<file path="config.mk">
export PLATFORM = sky130hd
export DESIGN_NAME = lsu_ctrl
export DESIGN_NICKNAME = d
export VERILOG_FILES = /design/src/rtl/lsu_ctrl.sv
export SDC_FILE = /design/constraint.sdc
export NUM_CORES = 1
export LEC_CHECK = 0
export ABC_CLOCK_PERIOD_IN_PS = 4800
export CAP_MARGIN = 20
export CORE_ASPECT_RATIO = 1.75
export CORE_UTILIZATION = 35
export DETAILED_ROUTE_END_ITERATION = 10
export SLEW_MARGIN = 20
export SYNTH_ARGS = -nofsm -noshare
export SYNTH_HDL_FRONTEND = slang
export SYNTH_SLANG_ARGS = --single-unit
</file>
<file path="constraint.sdc">
create_clock -name clk -period 4.8 [get_ports clk]
set_clock_uncertainty 0.1 [all_clocks]
set_input_delay 0.48 -clock clk [delete_from_list [all_inputs] [get_ports clk]]
set_output_delay 0.48 -clock clk [all_outputs]
set_load 0.005 [all_outputs]
</file>
<file path="src/rtl/lsu_ctrl.sv">
// Load/store unit controller: one outstanding request, byte-lane steering, load extension, access timeout.
// Optional alignment trap is enabled by defining the macro LSU_MISALIGN_TRAP_EN.
module lsu_ctrl #(
    parameter int unsigned TIMEOUT_CYCLES = 255
) (
    input  logic        clk,
    input  logic        rst,
    input  logic        req_valid,
    output logic        req_ready,
    input  logic        req_we,
    input  logic [1:0]  req_size,
    input  logic        req_unsigned,
    input  logic [31:0] req_addr,
    input  logic [31:0] req_wdata,
    output logic        resp_valid,
    output logic [31:0] resp_rdata,
    output logic        resp_err,
    output logic        mem_req,
    output logic        mem_we,
    output logic [31:0] mem_addr,
    output logic [3:0]  mem_be,
    output logic [31:0] mem_wdata,
    input  logic        mem_ack,
    input  logic [31:0] mem_rdata
);

    typedef enum logic [1:0] {
        S_IDLE   = 2'd0,
        S_ACCESS = 2'd1,
        S_RESP   = 2'd2
    } state_t;

    localparam logic [15:0] TMO_LAST = 16'(TIMEOUT_CYCLES - 32'd1);

    state_t      state_q;
    logic [15:0] tmo_cnt_q;
    logic        we_q;
    logic        uns_q;
    logic [1:0]  size_q;
    logic [1:0]  off_q;

    logic        req_ready_q;
    logic        resp_valid_q;
    logic        resp_err_q;
    logic [31:0] resp_rdata_q;
    logic        mem_req_q;
    logic        mem_we_q;
    logic [31:0] mem_addr_q;
    logic [3:0]  mem_be_q;
    logic [31:0] mem_wdata_q;

    logic        misalign_s;
    logic        pre_err_s;

    function automatic logic [3:0] lane_be(input logic [1:0] size, input logic [1:0] off);
        case (size)
            2'b00:   lane_be = 4'b0001 << off;
            2'b01:   lane_be = off[1] ? 4'b1100 : 4'b0011;
            2'b10:   lane_be = 4'b1111;
            default: lane_be = 4'b0000;
        endcase
    endfunction

    function automatic logic [31:0] wdata_rep(input logic [1:0] size, input logic [31:0] w);
        case (size)
            2'b00:   wdata_rep = {4{w[7:0]}};
            2'b01:   wdata_rep = {2{w[15:0]}};
            default: wdata_rep = w;
        endcase
    endfunction

    function automatic logic [31:0] load_ext(input logic [1:0] size, input logic uns,
                                             input logic [1:0] off, input logic [31:0] d);
        logic [7:0]  b;
        logic [15:0] h;
        case (off)
            2'b00:   b = d[7:0];
            2'b01:   b = d[15:8];
            2'b10:   b = d[23:16];
            default: b = d[31:24];
        endcase
        h = off[1] ? d[31:16] : d[15:0];
        case (size)
            2'b00:   load_ext = uns ? {24'h000000, b} : {{24{b[7]}}, b};
            2'b01:   load_ext = uns ? {16'h0000, h} : {{16{h[15]}}, h};
            2'b10:   load_ext = d;
            default: load_ext = 32'h0000_0000;
        endcase
    endfunction

`ifdef LSU_MISALIGN_TRAP_EN
    assign misalign_s = ((req_size == 2'b01) && req_addr[0]) ||
                        ((req_size == 2'b10) && (req_addr[1:0] != 2'b00));
`else
    assign misalign_s = 1'b0;
`endif

    assign pre_err_s = (req_size == 2'b11) || misalign_s;

    // Request FSM with all outputs registered; errors detected at acceptance bypass the memory access.
    always_ff @(posedge clk or posedge rst) begin
        if (rst) begin
            state_q      <= S_IDLE;
            tmo_cnt_q    <= 16'd0;
            we_q         <= 1'b0;
            uns_q        <= 1'b0;
            size_q       <= 2'b00;
            off_q        <= 2'b00;
            req_ready_q  <= 1'b1;
            resp_valid_q <= 1'b0;
            resp_err_q   <= 1'b0;
            resp_rdata_q <= 32'h0000_0000;
            mem_req_q    <= 1'b0;
            mem_we_q     <= 1'b0;
            mem_addr_q   <= 32'h0000_0000;
            mem_be_q     <= 4'b0000;
            mem_wdata_q  <= 32'h0000_0000;
        end else begin
            case (state_q)
                S_IDLE: begin
                    if (req_valid) begin
                        we_q        <= req_we;
                        uns_q       <= req_unsigned;
                        size_q      <= req_size;
                        off_q       <= req_addr[1:0];
                        tmo_cnt_q   <= 16'd0;
                        req_ready_q <= 1'b0;
                        if (pre_err_s) begin
                            state_q      <= S_RESP;
                            resp_valid_q <= 1'b1;
                            resp_err_q   <= 1'b1;
                            resp_rdata_q <= 32'h0000_0000;
                        end else begin
                            state_q     <= S_ACCESS;
                            mem_req_q   <= 1'b1;
                            mem_we_q    <= req_we;
                            mem_addr_q  <= {req_addr[31:2], 2'b00};
                            mem_be_q    <= lane_be(req_size, req_addr[1:0]);
                            mem_wdata_q <= wdata_rep(req_size, req_wdata);
                        end
                    end else begin
                        req_ready_q <= 1'b1;
                    end
                end
                S_ACCESS: begin
                    // An acknowledge on the expiry cycle still completes normally.
                    if (mem_ack) begin
                        state_q      <= S_RESP;
                        mem_req_q    <= 1'b0;
                        resp_valid_q <= 1'b1;
                        resp_err_q   <= 1'b0;
                        resp_rdata_q <= we_q ? 32'h0000_0000 : load_ext(size_q, uns_q, off_q, mem_rdata);
                    end else if (tmo_cnt_q == TMO_LAST) begin
                        state_q      <= S_RESP;
                        mem_req_q    <= 1'b0;
                        resp_valid_q <= 1'b1;
                        resp_err_q   <= 1'b1;
                        resp_rdata_q <= 32'h0000_0000;
                    end else begin
                        tmo_cnt_q <= tmo_cnt_q + 16'd1;
                    end
                end
                S_RESP: begin
                    state_q      <= S_IDLE;
                    req_ready_q  <= 1'b1;
                    resp_valid_q <= 1'b0;
                    resp_err_q   <= 1'b0;
                    resp_rdata_q <= 32'h0000_0000;
                end
                default: begin
                    state_q      <= S_IDLE;
                    req_ready_q  <= 1'b1;
                    resp_valid_q <= 1'b0;
                    resp_err_q   <= 1'b0;
                    mem_req_q    <= 1'b0;
                end
            endcase
        end
    end

    assign req_ready  = req_ready_q;
    assign resp_valid = resp_valid_q;
    assign resp_err   = resp_err_q;
    assign resp_rdata = resp_rdata_q;
    assign mem_req    = mem_req_q;
    assign mem_we     = mem_we_q;
    assign mem_addr   = mem_addr_q;
    assign mem_be     = mem_be_q;
    assign mem_wdata  = mem_wdata_q;

endmodule

</file>
=== Yosys cells after proc, flatten, opt, wreduce, memory -nomap -nowiden ===
Index checks and enable logic that the tools add are counted.

* Bits in registers: 127
* Bits of input ports: 104
* Output and inout port bits: 105
* Logic and storage cells: 85

* $add $sub $neg: 1
* Equality and inequality tests: 16
* Shift-type cells: 1
* Mux-type cells: 37
* Bitwise logic cells: 2
* Reduce and logical (&&, ||, !) cells: 13

{| class="wikitable"
|+ Operators by type and width
! operator !! number
|-
| $mux W32 || 7
|-
| $pmux W32 S3 || 2
|-
| $mux W16 || 4
|-
| $pmux W32 S2 || 1
|-
| $pmux W16 S2 || 1
|-
| $pmux W8 S3 || 1
|-
| $add A16 B1 Y16 const B || 1
|-
| $eq A16 B8 Y1 const B || 1
|-
| $pmux W4 S3 || 1
|-
| $reduce_and A4 Y1 || 3
|-
| $eq A2 B2 Y1 const B || 5
|-
| $mux W1 || 10
|-
| $ne A2 B2 Y1 const B || 5
|-
| $eq A2 B1 Y1 const B || 4
|-
| $logic_not A2 Y1 || 4
|-
| $mux W2 || 4
|-
| $pmux W1 S2 || 3
|-
| $reduce_and A3 Y1 || 2
|-
| $mux W4 || 1
|-
| $pmux W2 S2 || 1
|-
| $reduce_and A2 Y1 || 2
|-
| $shl A1 B2 Y4 const A || 1
|-
| $ne A3 B3 Y1 const B || 1
|-
| $pmux W1 S3 || 1
|-
| other kinds (3) || 4
|}

=== Depth between registers and ports, before layout ===
Gate-level depths: netlist (run 1).

* Depth in word-level cells: 7
* Depth in mapped cells: 8
* Depth with buffers taken out: 6

=== Least setup slack after synthesis (run 1) ===
Ideal clock, no wire load.

* Path type: reg-to-reg
* From: reg tmo_cnt_q[0]
* To: reg resp_rdata_q[4], in the netlist resp_rdata[4]
* Library setup time: 0.121 ns
* Data arrival time: 1.544 ns
* Data required time: 4.579 ns
* Path slack: 3.035 ns
* Stages on the path, launching flop included: 9
* Buffers on the path: 2
* Clock period less this slack: 1.765 ns
* Cell sequence: dfrtp_1 > inv_1 > ha_1 > nor4b_1 > and4_1 > buf_2 > o21ai_2 > buf_2 > a22o_1

* Word-level cells in the longest chain between the ends: 3

{| class="wikitable"
|+ RTL lines
! item !! line !! source
|-
| start, declared || 36 || <nowiki>logic [15:0] tmo_cnt_q;</nowiki>
|-
| start signal, assigned || 160 || <nowiki>tmo_cnt_q <= tmo_cnt_q + 16'd1;</nowiki>
|-
| $eq A16 B8 Y1 || 153 || <nowiki>end else if (tmo_cnt_q == TMO_LAST) begin</nowiki>
|-
| $ne A3 B3 Y1 (no line) || - ||
|-
| $reduce_and A4 Y1 (no line) || - ||
|-
| end signal, assigned || 152 || <nowiki>resp_rdata_q <= we_q ? 32'h0000_0000 : load_ext(size_q, uns_q, off_q, mem_rdata);</nowiki>
|-
| end, declared || 45 || <nowiki>logic [31:0] resp_rdata_q;</nowiki>
|}

Every way passes these cells.
A chain may end at the register's enable or synchronous reset.

=== Final worst setup path (run 1) ===
* From: in req_size[0]
* To: reg mem_wdata_q[18], in the netlist mem_wdata[18]

* Word-level cells in the longest chain between the ends: 3
* Elaborated cells between the ends (all ways): 6
* Classes of those cells: eq/ne (2); mux (1); bitwise (1); reduce/logical (2)

{| class="wikitable"
|+ RTL lines
! item !! line !! source
|-
| start, declared || 11 || <nowiki>input logic [1:0] req_size,</nowiki>
|-
| $eq A2 B2 Y1 || 98 || <nowiki>assign pre_err_s = (req_size == 2'b11) || misalign_s;</nowiki>
|-
| $not A1 Y1 (no line) || - ||
|-
| $reduce_and A3 Y1 (no line) || - ||
|-
| end signal, assigned || 139 || <nowiki>mem_wdata_q <= wdata_rep(req_size, req_wdata);</nowiki>
|-
| end, declared || 50 || <nowiki>logic [31:0] mem_wdata_q;</nowiki>
|}

Parallel ways exist; a longest one is shown, timed or not.

==> metrics.yaml, run 1 <==
layout:
  finalNonFillerCells: 1069
  fin_nets: 931
  syn_to_final_growth_pct: 45.8
  n_fill_cell: 1594
  n_antenna_cell: 0
  drive_gt1_share_pct: 7.52
global_route:
  grt_util_all_layers_pct: 21.5
  grt_pass1_wl_mm: 29.4
  grt_pass1_vias: 5680
  grt_max_degree: 88
  antenna_found_initial: 0
  grt-ovfl-total: 0
run:
  max_cap_violations: 0
setup_path:
  crit_fanout: 87
  cp.required_ps: 4950
  crit_type: "input pin to register"
  crit_arrival_ps: 2720
  crit_path_start_kind: "input pin"
  ff2ff_setup_slack_ps: 2450
  cp-end-kind: "register"
yosys:
  avgSynthCellArea_sq_um: 9.80
  synth_flop_cell: "dfrtp_1"
  synthCells: 632
  netlist_area_sq_um: 6200
  yosysWarnings: 0
  synth.distinct_cells: 60
  ys_ff_latch: 127
  synthArstFlopShare_pct: 100
  synth_edf_count: 0
  ys_seq_area_share_pct: 51.3
power_and_ir_drop:
  swShare_pct: 34.1
  max-vdd-ir-drop_mv: 0.255
  seq_power_share_pct: 33.6
  p_leak_nw: 3.98
  power_density_nw_per_um2: 570
  p_int_mw: 3.39
  p_switching_mw: 1.76
  pwr-share-comb_pct: 40.5
  total_power_mw: 5.15
  power_frac_clock_pct: 25.9
cts:
  hold_buffers: 0
  numCtsBuffers: 17
  ctsResizeCount: 0
  cts_tree: "built"
  clock_path_buffers: 2
  postCtsSetupRepairBufs: 0
  h-tree-depth: 4
  clkTransAtPathRegs_ps: 60
  clock-sinks: 127
  clkLatencyLatePin_ps: 410
  root_buffer: "clkbuf_16"
floorplanning:
  ios: 209
  die_x_microns: 103
  die_h_microns: 178
  num_rows: 64
  initial_core_util_pct: 35.7
  die-area_sq_um: 18300
  coreArea_sq_um: 17400
drt:
  drt_iter0_markers: 220
  wl_met1_mm: 7.22
  routed_via_density: 5.13
  wl_met2_mm: 9.79
  top_layer: "met4"
  routed_wirelength_mm: 19.1
  drcViolationCount: 0
  dr_wl_met3_mm: 1.41
  vias: 5479
  ant_nets: 0
  wl_per_cell_microns: 17.9
  dr.pass1.iters: 4
timing:
  fin_crit_sh_pct: 53.6
  rsz0062_at_grt: "no"
  fin_worst_hold_slack_ps: 381
  maxSlewViolCount: 0
  fmax_mhz: 388
  hold_viol_final: 0
  setup_viol: 0
  setup-tns-final_ps: 0
  max-slew-margin-rel_pct: 38.6
  worstMarginPinSlew_ps: 917
  period_needed_ps: 2570
place:
  place_inst: 1037
  gp_congestion: 0.869
  portBuffers: 206
  place.detailed.hpwl_mm: 13.9
worst_hold_path:
  hold_class: "register to register"
outcome:
  status: "finished clean"
-- layer usage --
| metal | GRT usage, % | vias to the layer above |
|---|---|---|
| li1 | - | 2602 |
| met1 | 23.7 | 2622 |
| met2 | 37.1 | 222 |
| met3 | 5.92 | 33 |
| met4 | 10.8 | 0 |
| met5 | 0 | - |
-- cell usage in the layout (no fill, tap or decap), types with 5 or more instances in the layout --
cell,instances
nor2_1,25
dfrtp_1,126
a22o_1,8
nand2b_1,12
clkbuf_16,17
buf_4,12
o2bb2ai_1,33
a21oi_1,22
inv_1,5
nand2_1,178
a22oi_1,16
clkdlybuf4s50_1,206
mux2_2,7
mux2i_1,44
o21ai_0,36
-- registers in the layout, indices dropped and copies added (netlist names), 2 cells and up --
signal / count
mem_wdata: 32
off_q: 2
size_q: 2
resp_rdata: 32
tmo_cnt_q: 16
mem_addr: 30
mem_be: 4
state_q: 2
-- worst paths after layout --
check	from	to	cells past startpoint
worst max-delay path	req_size[0]	mem_wdata[18]$_DFFE_PP0P_	5
worst min register to register	mem_addr[11]$_DFFE_PP0P_	mem_addr[11]$_DFFE_PP0P_	2
min in group asynchronous	rst	mem_addr[6]$_DFFE_PP0P_	2
worst max register to register	state_q[0]$_DFFE_PP0P_	mem_be[3]$_DFFE_PP0P_	6
worst min-delay path	mem_addr[11]$_DFFE_PP0P_	mem_addr[11]$_DFFE_PP0P_	2
max in group asynchronous	rst	mem_addr[13]$_DFFE_PP0P_	3
-- critical path: stages --
cell,delay [ps]
clkdlybuf4s50_1,1070
nand2_1,140
nand2_2,110
buf_4,630
o21ai_0,230
-- kinds of logic (layout without fill, tap and decap cells) --
group | Yosys count | after routing | share of synthesized area (%)
mux | 52 | 52 | 8.74
other cells | 1 | 2 | 0.0605
compound gates | 151 | 151 | 17.5
buf+inv | 52 | 257 | 4.54
fa+ha+maj | 2 | 2 | 0.404
simple gates | 247 | 247 | 17.4
flops | 127 | 127 | 51.3
-- metrics by stage --
| stage | setup slack (ps) | area, sq um | utilization, % |
|---|---|---|---|
| after floorplan | 837 | 6200 | - |
| after global placement | 1810 | 8390 | 48.3 |
| after detailed placement | 1800 | 8410 | 48.4 |
| after CTS | 2200 | 9030 | 52.0 |
| after global routing | 2070 | 9030 | 52.0 |
| final | 2230 | 9030 | 52.0 |
-- final cells by class --
| class | count | area [sq um] | area share [%] |
|---|---|---|---|
| repair buffers | 219 | 2180 | 24.1 |
| clock inverters | 12 | 159 | 1.76 |
| multi-input cells | 454 | 2740 | 30.4 |
| clock buffers | 20 | 457 | 5.06 |
| flip-flops and latches | 127 | 3180 | 35.2 |
| well taps | 231 | 289 | 3.20 |
| inverters | 6 | 25.0 | 0.277 |
-- synth_stat cells, drive strengths merged, types with 2 or more instances --
library cell	number	area, sq um
and3	3	18.8
nand2b	12	75.1
clkbuf	21	78.8
dfrtp	126	3150
a221oi	3	26.3
a41o	2	20.0
a22oi	16	120
a21oi	23	126
nor2	27	104
and3b	2	17.5
or4	2	15.0
ha	2	25.0
a2111o	2	22.5
nand4	2	12.5
buf	25	180
nor2b	4	32.5
o21ai	38	194
o31ai	2	15.0
o22ai	4	25.0
a211oi	3	22.5
o2bb2ai	33	289
mux2i	44	440
mux2	7	78.8
inv	6	22.5
a31oi	2	12.5
a22o	8	70.1
or3	2	12.5
a2bb2oi	4	35.0
o211ai	3	36.3
nand2	179	672
and2	3	18.8
and4	3	26.3
-- power groups by stage --
| stage | Clock (mW) | Sequential [mW] | Combinational (mW) |
|---|---|---|---|
| floorplan | 0 | 1.68 | 1.05 |
| global placement | 0 | 1.72 | 2.06 |
| detailed placement | 0 | 1.74 | 2.10 |
| CTS | 1.37 | 1.73 | 2.11 |
| global route | 1.41 | 1.78 | 2.28 |
| finish | 1.34 | 1.73 | 2.09 |
Power figures use the tool's default switching activity.
==> run 2: changes to the inputs <==
--- a/config.mk
+++ b/config.mk
@@ -5,11 +5,12 @@
 export SDC_FILE = /design/constraint.sdc
 export NUM_CORES = 1
 export LEC_CHECK = 0
-export ABC_CLOCK_PERIOD_IN_PS = 4800
+export ABC_CLOCK_PERIOD_IN_PS = 2200
 export CAP_MARGIN = 20
 export CORE_ASPECT_RATIO = 1.75
 export CORE_UTILIZATION = 35
 export DETAILED_ROUTE_END_ITERATION = 10
+export PLACE_DENSITY = 0.67
 export SLEW_MARGIN = 20
 export SYNTH_ARGS = -nofsm -noshare
 export SYNTH_HDL_FRONTEND = slang
==> constraint.sdc (replaced) <==
create_clock -name clk -period 2.2 [get_ports clk]
set_clock_uncertainty 0.1 [all_clocks]
set_input_delay 0.22 -clock clk [delete_from_list [all_inputs] [get_ports clk]]
set_output_delay 0.22 -clock clk [all_outputs]
set_load 0.005 [all_outputs]
==> run 2 against run 1 <==
First-iteration DRC count shrank 23%. Die area stayed put. Utilization is 1.5 points higher. Register-to-register slack worse by 2300 ps. Global-route usage decreased by 0.47 points. Sequential power increased by 110%. Combinational power grew 130%. Sequential share of layout area decreased by 0.98 points.
==> metrics.yaml, run 2 (same netlist as run 1, synthesis figures left out) <==
outcome:
  status: "finished clean"
layout:
  fin_area_sq_um: 9290
  n_fill_cell: 1591
  syn_to_final_growth_pct: 49.9
  n_antenna_cell: 0
  fin_nets: 953
  drive_gt1_share_pct: 9.88
  final_common_cell: "clkdlybuf4s50_1"
  mostFrequentLayoutCells: "clkdlybuf4s50_1 (206), nand2_1 (178), dfrtp_1 (126)"
global_route:
  grt_pass1_wl_mm: 28.8
  grt_max_degree: 66
  antenna_found_initial: 0
  grt-ovfl-total: 0
  grt_pass1_vias: 5506
  grt_util_all_layers_pct: 21.0
cts:
  clock_path_buffers: 2
  numCtsBuffers: 17
  cts_tree: "built"
  root_buffer: "clkbuf_16"
  clkLatencyLatePin_ps: 410
  h-tree-depth: 4
  clkTransAtPathRegs_ps: 60
  clock-sinks: 127
  postCtsSetupRepairBufs: 0
place:
  portBuffers: 206
  place.detailed.hpwl_mm: 13.7
  placed_area_sq_um: 8650
  gp_congestion: 0.817
floorplanning:
  num_rows: 64
  die_x_microns: 103
  initial_core_util_pct: 35.7
  coreArea_sq_um: 17400
  ios: 209
  die_h_microns: 178
  die-area_sq_um: 18300
timing:
  fin_crit_sh_pct: 92.0
  setup-tns-final_ps: 0
  hold_viol_final: 0
  worstMarginPinSlew_ps: 633
  maxSlewViolCount: 0
  period_needed_ps: 2020
  max-slew-margin-rel_pct: 57.0
  fmax_mhz: 494
  rsz0062_at_grt: "no"
  setup_viol: 0
worst_hold_path:
  hold_class: "input pin to asynchronous set/reset pin"
setup_path:
  cp-end-kind: "register"
  crit_path_start_kind: "register"
  crit_type: "register to register"
  crit_fanout: 32
  cp.required_ps: 2400
  crit_arrival_ps: 2220
run:
  max_cap_violations: 0
power_and_ir_drop:
  p_leak_nw: 4.11
  total_power_mw: 11.5
  power_density_nw_per_um2: 1240
  max-vdd-ir-drop_mv: 0.668
drt:
  wl_per_cell_microns: 16.8
  routed_via_density: 5.00
  drcViolationCount: 0
  dr.pass1.iters: 5
  vias: 5457
  routed_wirelength_mm: 18.3
  ant_nets: 0
  drt_iter0_markers: 169
-- run 2: cell types whose count changed in the layout (fill, tap and decap cells not counted), sizes merged --
cell / previous run / this run
clkinvlp: 2 / 5
inv: 8 / 7
bufinv: 3 / 4
buf: 13 / 35
clkinv: 5 / 2
-- run 2: final timing paths --
| kind | startpoint | to | slack [ps] | depth (start not counted) |
|---|---|---|---|---|
| worst max-delay path | tmo_cnt_q[0]$_DFFE_PP0P_ | resp_rdata[7]$_DFFE_PP0P_ | 180 | 7 |
| worst min-delay path | rst | tmo_cnt_q[8]$_DFFE_PP0P_ | 90 | 2 |
| worst max register to register | tmo_cnt_q[0]$_DFFE_PP0P_ | resp_rdata[7]$_DFFE_PP0P_ | 180 | 7 |
| worst min register to register | mem_wdata[6]$_DFFE_PP0P_ | mem_wdata[6]$_DFFE_PP0P_ | 370 | 2 |
| max in group asynchronous | rst | mem_addr[10]$_DFFE_PP0P_ | 1340 | 3 |
| min in group clk | req_addr[14] | mem_addr[14]$_DFFE_PP0P_ | 230 | 3 |
-- run 2: repair_timing --
item | in CTS | in global routing
resized for setup | 0 | 1
setup endpoints to repair | 0 | 6
hold buffers | 0 | 0
-- run 2: area by class of cell --
type                            count  area, sq um  area share (%)
Sequential cell                   127         3180            34.2
Multi-Input combinational cell    454         2750            29.5
Timing Repair Buffer              241         2410            26.0
Clock buffer                       20          457            4.92
Tap cell                          231          289            3.11
Clock inverter                     12          181            1.95
Inverter                            6         26.3           0.283
-- run 2: per-layer routing --
| metal | vias up | part of all wire [%] | wire length [microns] | track usage, % |
|---|---|---|---|---|
| met1 | 2619 | 37 | 6850 | 22.5 |
| met2 | 169 | 54 | 9910 | 37.8 |
| met3 | 25 | 5.6 | 1020 | 4.82 |
| met4 | 0 | 3.0 | 554 | 10.3 |
| li1 | 2644 | - | - | - |
| met5 | - | 0 | 0 | 0 |
-- run 2: report_power, final --
part           switching (mW)  internal [mW]  total, mW
combinational            2.18           2.57       4.75
sequential              0.535           3.16       3.69
clock                    1.08           1.96       3.05
-- run 2: stage by stage --
step           utilization [%]  hold WS (ps)  worst slack (ps)  cells
5_1_grt                   53.5           115              54.1   1091
6_report                  53.5          88.7               176   1091
3_5_place_dp              49.8           361             -54.3   1059
3_3_place_gp              49.8           357              11.5   1059
2_1_floorplan                -           225               314    633
4_1_cts                   53.4          79.5               110   1091
-- run 2: worst max-delay path: stages (launching register included) --
cell     delay, ps
dfrtp_1        400
inv_1          100
ha_1           210
nor4b_1        220
and4_1         330
o21ai_2        110
buf_12         170
a22o_1         260
==> edit 1: new RTL, settings of run 1 <==
The option `LSU_MISALIGN_TRAP_EN` is turned on by a define.
--- a/src/rtl/lsu_ctrl.sv
+++ b/src/rtl/lsu_ctrl.sv
@@ -1,4 +1,6 @@
 // Load/store unit controller: one outstanding request, byte-lane steering, load extension, access timeout.
 // Optional alignment trap is enabled by defining the macro LSU_MISALIGN_TRAP_EN.
+`define LSU_MISALIGN_TRAP_EN
+
 module lsu_ctrl #(
     parameter int unsigned TIMEOUT_CYCLES = 255
Check against the original RTL: not equivalent (Yosys sat finds a counterexample within 4 cycles, from zero or initial values and one cycle with rst high).
==> edit 1 against run 1 <==
- synthesized cell count down 9.0%
- final cell count fell by 6.1%
- power down 3.1%
- combinational power shrank 15%
- cell area fell by 0.72%
- utilization is 0.69 points higher
- worst setup slack got worse by 0.40 ns
- critical endpoint is now mem_wdata[6]
- sequential cell count unchanged
- largest cell class unchanged
- routed wire length fell by 7.6%
- area after synthesis decreased by 1.6%
==> edit 1: results (changes against run 1) <==
VDD IR-drop max -> 0.3221 mV (was 0.2550 mV)
Multi-input gates -> 391 (was 454)
# fillers -> 1553 (was 1594)
Pre-CTS setup slack -> 1.723 ns (was 1.796 ns)
Final WL -> 17670 microns (was 19130 microns)
Layout cell share with drive strength beyond 1 -> 11.71% (was 7.518%)
CP max stage cell -> dfrtp_1 (was clkdlybuf4s50_1)
Distinct cell type count after synthesis -> 56 (was 60)
Critical Path AT -> 3.17 ns (was 2.72 ns)
Outcome -> complete, no violations (unchanged)
Type of the worst min-delay path -> in -> async (was reg -> reg)
DR iter-0 viols -> 277 (was 220)
Critical Setup Path Class -> reg -> reg (was in -> reg)
Die width -> 101.8 microns (was 102.6 microns)
Largest net degree at the start of global routing -> 90 (was 88)
NonClk Buf Share -> 23.41% (was 24.13%)
Final net count -> 870 (was 931)
Max incr delay on CP -> 0.75 ns (was 1.07 ns)
Maximum fanout along the worst path -> 89 (was 87)
Static Leakage -> 3.879 nW (was 3.985 nW)
Hold slack -> 0.3125 ns (was 0.3811 ns)
Repair and plain buffers -> 211 (was 219)
Top cells by area, synth -> dfrtp_1 52%, mux2_2 7.6%, mux2i_1 5.3%, nand2_1 4.1%, o21ai_0 3.9% (was dfrtp_1 51%, nand2_1 11%, mux2i_1 7.1%, o2bb2ai_1 4.7%, o21ai_0 2.9%)
Multi-input logic area -> 2683 sq um (was 2744 sq um)
CLK BUF -> 18 (was 20)
Inverters -> 16 (was 6)
Cell Area, Placed -> 8308 sq um (was 8414 sq um)
Most frequent cells after synthesis -> 126 x dfrtp_1, 66 x nand2_1, 48 x o21ai_0, 41 x mux2_2, 36 x a21oi_1 (was 179 x nand2_1, 126 x dfrtp_1, 44 x mux2i_1, 36 x o21ai_0, 33 x o2bb2ai_1)
Worst Max-Slew Pin Slew -> 1.046 ns (was 0.9174 ns)
Routed via count -> 5148 (was 5479)
Final clock-cell share -> 7.353% (was 6.815%)
Power per cell area -> 556.3 nW/um^2 (was 570.2 nW/um^2)
First-pass GRT wire length -> 27900 microns (was 29410 microns)
R2r endpoint -> mem_wdata[6] (was mem_be[3])
Drt first pass iters -> 6 (was 4)
Sequential share of cell area -> 35.45% (was 35.20%)
Crit path from -> state_q[0] (was req_size[0])
Total CTS buffers -> 17 (unchanged)
GRT Util Overall -> 20.49% (was 21.48%)
RePlAce Congestion -> 0.8164 (was 0.8685)
Cell count after placement -> 972 (was 1037)
Delay-heaviest family, CP -> flip-flops (was buffers and inverters)
[edit 1: per-layer routing]
metal	GRT usage, %	vias to the layer above	wire, microns
li1	-	2444	-
met1	23.41	2486	6798
met2	36.06	188	9411
met3	4.897	30	1009
met4	8.213	0	455
met5	0	-	0
[edit 1: logic make-up (layout without fill, tap and decap cells)]
| logic type | Yosys count | in the layout | share of synthesized area, % |
|---|---|---|---|
| AO/OA/AOI/OAI | 156 | 156 | 17.07 |
| XOR/XNOR | 10 | 10 | 1.436 |
| adder cells (fa/ha/maj) | 2 | 2 | 0.4103 |
| buffers and inverters | 58 | 259 | 4.062 |
| flip-flops | 127 | 127 | 52.13 |
| multiplexers | 74 | 74 | 13.19 |
| other | 1 | 2 | 0.06149 |
| AND/OR/NAND/NOR | 147 | 147 | 11.63 |
[edit 1: where the power goes]
group	internal [mW]	switching, mW	total (mW)
Clock	0.934	0.511	1.45
Sequential	1.44	0.338	1.78
Combinational	1.04	0.727	1.77
Total	3.41	1.58	4.99
==> edit 2: new RTL, settings of run 1 <==
Without the edit above. The 3 states of `state_t` get a one-hot encoding in 3 bits.
--- a/src/rtl/lsu_ctrl.sv
+++ b/src/rtl/lsu_ctrl.sv
@@ -25,8 +25,8 @@
 );
 
-    typedef enum logic [1:0] {
-        S_IDLE   = 2'd0,
-        S_ACCESS = 2'd1,
-        S_RESP   = 2'd2
+    typedef enum logic [2:0] {
+        S_IDLE   = 3'b001,
+        S_ACCESS = 3'b010,
+        S_RESP   = 3'b100
     } state_t;
 
Formal check against the unedited RTL: same outputs for any inputs over 4 cycles, from zero or initial values and one cycle with rst high; so few cycles prove little.
==> edit 2 against run 1 <==
- routed wire length decreased by 0.90%
- worst setup slack got worse by 0.60 ns
- cell area decreased by 0.44%
- global-route usage about the same
- final cell count increased by 1.2%
- non-clock buffer count decreased by 6
- combinational power increased by 5%
- power increased by 2.6%
- die area decreased by 0.49%
- sequential share of layout area increased by 0.45 points
- area after synthesis decreased by 0.50%
- synthesized cell count increased by 3.3%
- sequential cell count increased by 1
- critical path type is now reg -> reg
- largest cell class unchanged
- largest power group unchanged
==> edit 2: results (changes against run 1) <==
Top cells by area, synth -> dfrtp_1 51%, nand2_1 12%, mux2i_1 5.5%, a32o_1 3.1%, a21o_1 3.0% (was dfrtp_1 51%, nand2_1 11%, mux2i_1 7.1%, o2bb2ai_1 4.7%, o21ai_0 2.9%)
Total CTS buffers -> 17 (unchanged)
Maxcap violations -> 0 (unchanged)
Root Driver -> clkbuf_16 (unchanged)
Critical Path AT -> 3.35 ns (was 2.72 ns)
Slew margin rel. -> 26.76% (was 38.65%)
DPL Wire Length -> 13970 microns (was 13930 microns)
Static Leakage -> 4.056 nW (was 3.985 nW)
Distinct cell type count after synthesis -> 58 (was 60)
Adder-cell area share of the yosys netlist -> 0.4059% (was 0.4039%)
Post-synth top flop -> dfrtp_1 (unchanged)
Final WL -> 18960 microns (was 19130 microns)
Layout cell share with drive strength beyond 1 -> 6.901% (was 7.518%)
Cell count after placement -> 1050 (was 1037)
Drt via density -> 5.194 (was 5.125)
First-pass GRT wire length -> 29610 microns (was 29410 microns)
DR iter-0 viols -> 148 (was 220)
Type of the worst min-delay path -> reg -> reg (unchanged)
Clock insertion delay at the later pin of the skew report -> 0.41 ns (about the same)
Compound-Gate Fraction of Synth Area -> 16.64% (was 17.53%)
Maximum fanout along the worst path -> 58 (was 87)
Cell Area, Placed -> 8414 sq um (unchanged)
Most frequent cells after synthesis -> 198 x nand2_1, 126 x dfrtp_1, 36 x nor2_1, 34 x mux2i_1, 28 x clkbuf_1 (was 179 x nand2_1, 126 x dfrtp_1, 44 x mux2i_1, 36 x o21ai_0, 33 x o2bb2ai_1)
Largest net degree at the start of global routing -> 67 (was 88)
Buffers on Ports -> 206 (unchanged)
RePlAce Congestion -> 0.7949 (was 0.8685)
VDD IR-drop max -> 0.3188 mV (was 0.2550 mV)
Post-CTS sizing -> 0 (unchanged)
Bufs on Longest Clock Path -> 2 (unchanged)
Cts hold-fix bufs -> 0 (unchanged)
Cell count after synthesis -> 653 (was 632)
Worst-path clk slew -> 0.06 ns (about the same)
Ant. Diodes -> 0 (unchanged)
Max incr delay on CP -> 0.68 ns (was 1.07 ns)
Final net count -> 948 (was 931)
Post-CTS Setup Bufs -> 0 (unchanged)
Asr flop ratio synth -> 100.0% (unchanged)
Outcome -> complete, no violations (unchanged)
Routed via count -> 5620 (was 5479)
Sequential area share after synthesis -> 52.00% (was 51.31%)
XOR/XNOR share of the synthesized area -> 1.421% (was 0%)
Multiplexer area fraction after synthesis -> 6.251% (was 8.744%)
CP max stage cell -> and2_1 (was clkdlybuf4s50_1)
GRT Util Overall -> 21.49% (was 21.48%)
Synth warn -> 0 (unchanged)
Number of global-route vias before repair -> 5708 (was 5680)
Delay-heaviest family, CP -> simple AND/OR/NAND/NOR gates (was buffers and inverters)
Drt first pass iters -> 4 (unchanged)
H-tree levels -> 4 (unchanged)
Antenna violations before repair -> 0 (unchanged)
## edit 2: cells by family after synthesis
kind of cell | count (synthesis)
adder cells (fa/ha/maj) | 2
AND/OR/NAND/NOR | 281
buffers and inverters | 51
AO/OA/AOI/OAI | 142
other | 1
multiplexers | 38
XOR/XNOR | 10
flip-flops | 128
## edit 2: layout make-up
| class | count | area (sq um) |
|---|---|---|
| Clock buffer | 17 | 425.4 |
| Multi-Input combinational cell | 475 | 2764 |
| Clock inverter | 15 | 150.1 |
| Sequential cell | 128 | 3206 |
| Timing Repair Buffer | 213 | 2135 |
| Tap cell | 227 | 284.0 |
| Fill cell | 1593 | 8113 |
| Inverter | 7 | 28.78 |
## edit 2: report_power, final
part | switching (mW) | internal [mW] | leakage [nW]
logic | 1.01 | 1.19 | 2.13
registers | 0.316 | 1.50 | 1.65
clock network | 0.540 | 0.730 | 0.276
## edit 2: final timing paths
check | slack (ns) | depth (start not counted) | end | startpoint
max in group asynchronous | 3.15 | 3 | state_q[0] | rst
worst max register to register | 1.62 | 6 | mem_wdata[12] | state_q[0]
worst min-delay path | 0.38 | 2 | mem_addr[23] | mem_addr[23]
worst min register to register | 0.38 | 2 | mem_addr[23] | mem_addr[23]
worst max-delay path | 1.62 | 6 | mem_wdata[12] | state_q[0]
min in group asynchronous | 0.49 | 2 | mem_addr[24] | rst
## edit 2: metrics by stage
stage | hold WS, ns | setup WS, ns | utilization [%]
finish | 0.3753 | 1.624 | 52.57
floorplan | 0.3467 | 0.8107 | -
CTS | 0.3773 | 1.592 | 52.56
detailed placement | 0.3618 | 1.552 | 49.19
global placement | 0.3578 | 1.638 | 49.02
global route | 0.3927 | 1.364 | 52.57
## edit 2: routing by layer
metal  GRT usage, %  vias to the layer above  routed length [microns]
met3          5.317                       40                     1228
met1          22.94                     2729                     6963
met2          38.95                      220                    10210
met4          9.702                        0                      559
li1               -                     2631                        -
met5              0                        -                        0
## edit 2: worst reg2reg max path: cells and delay by family, from the launching register on
kind | cells | cell delay (ns)
and+or+nand+nor | 4 | 1.79
DFF | 1 | 0.61
buffers and inverters | 1 | 0.46
AOI/OAI and AO/OA | 1 | 0.07
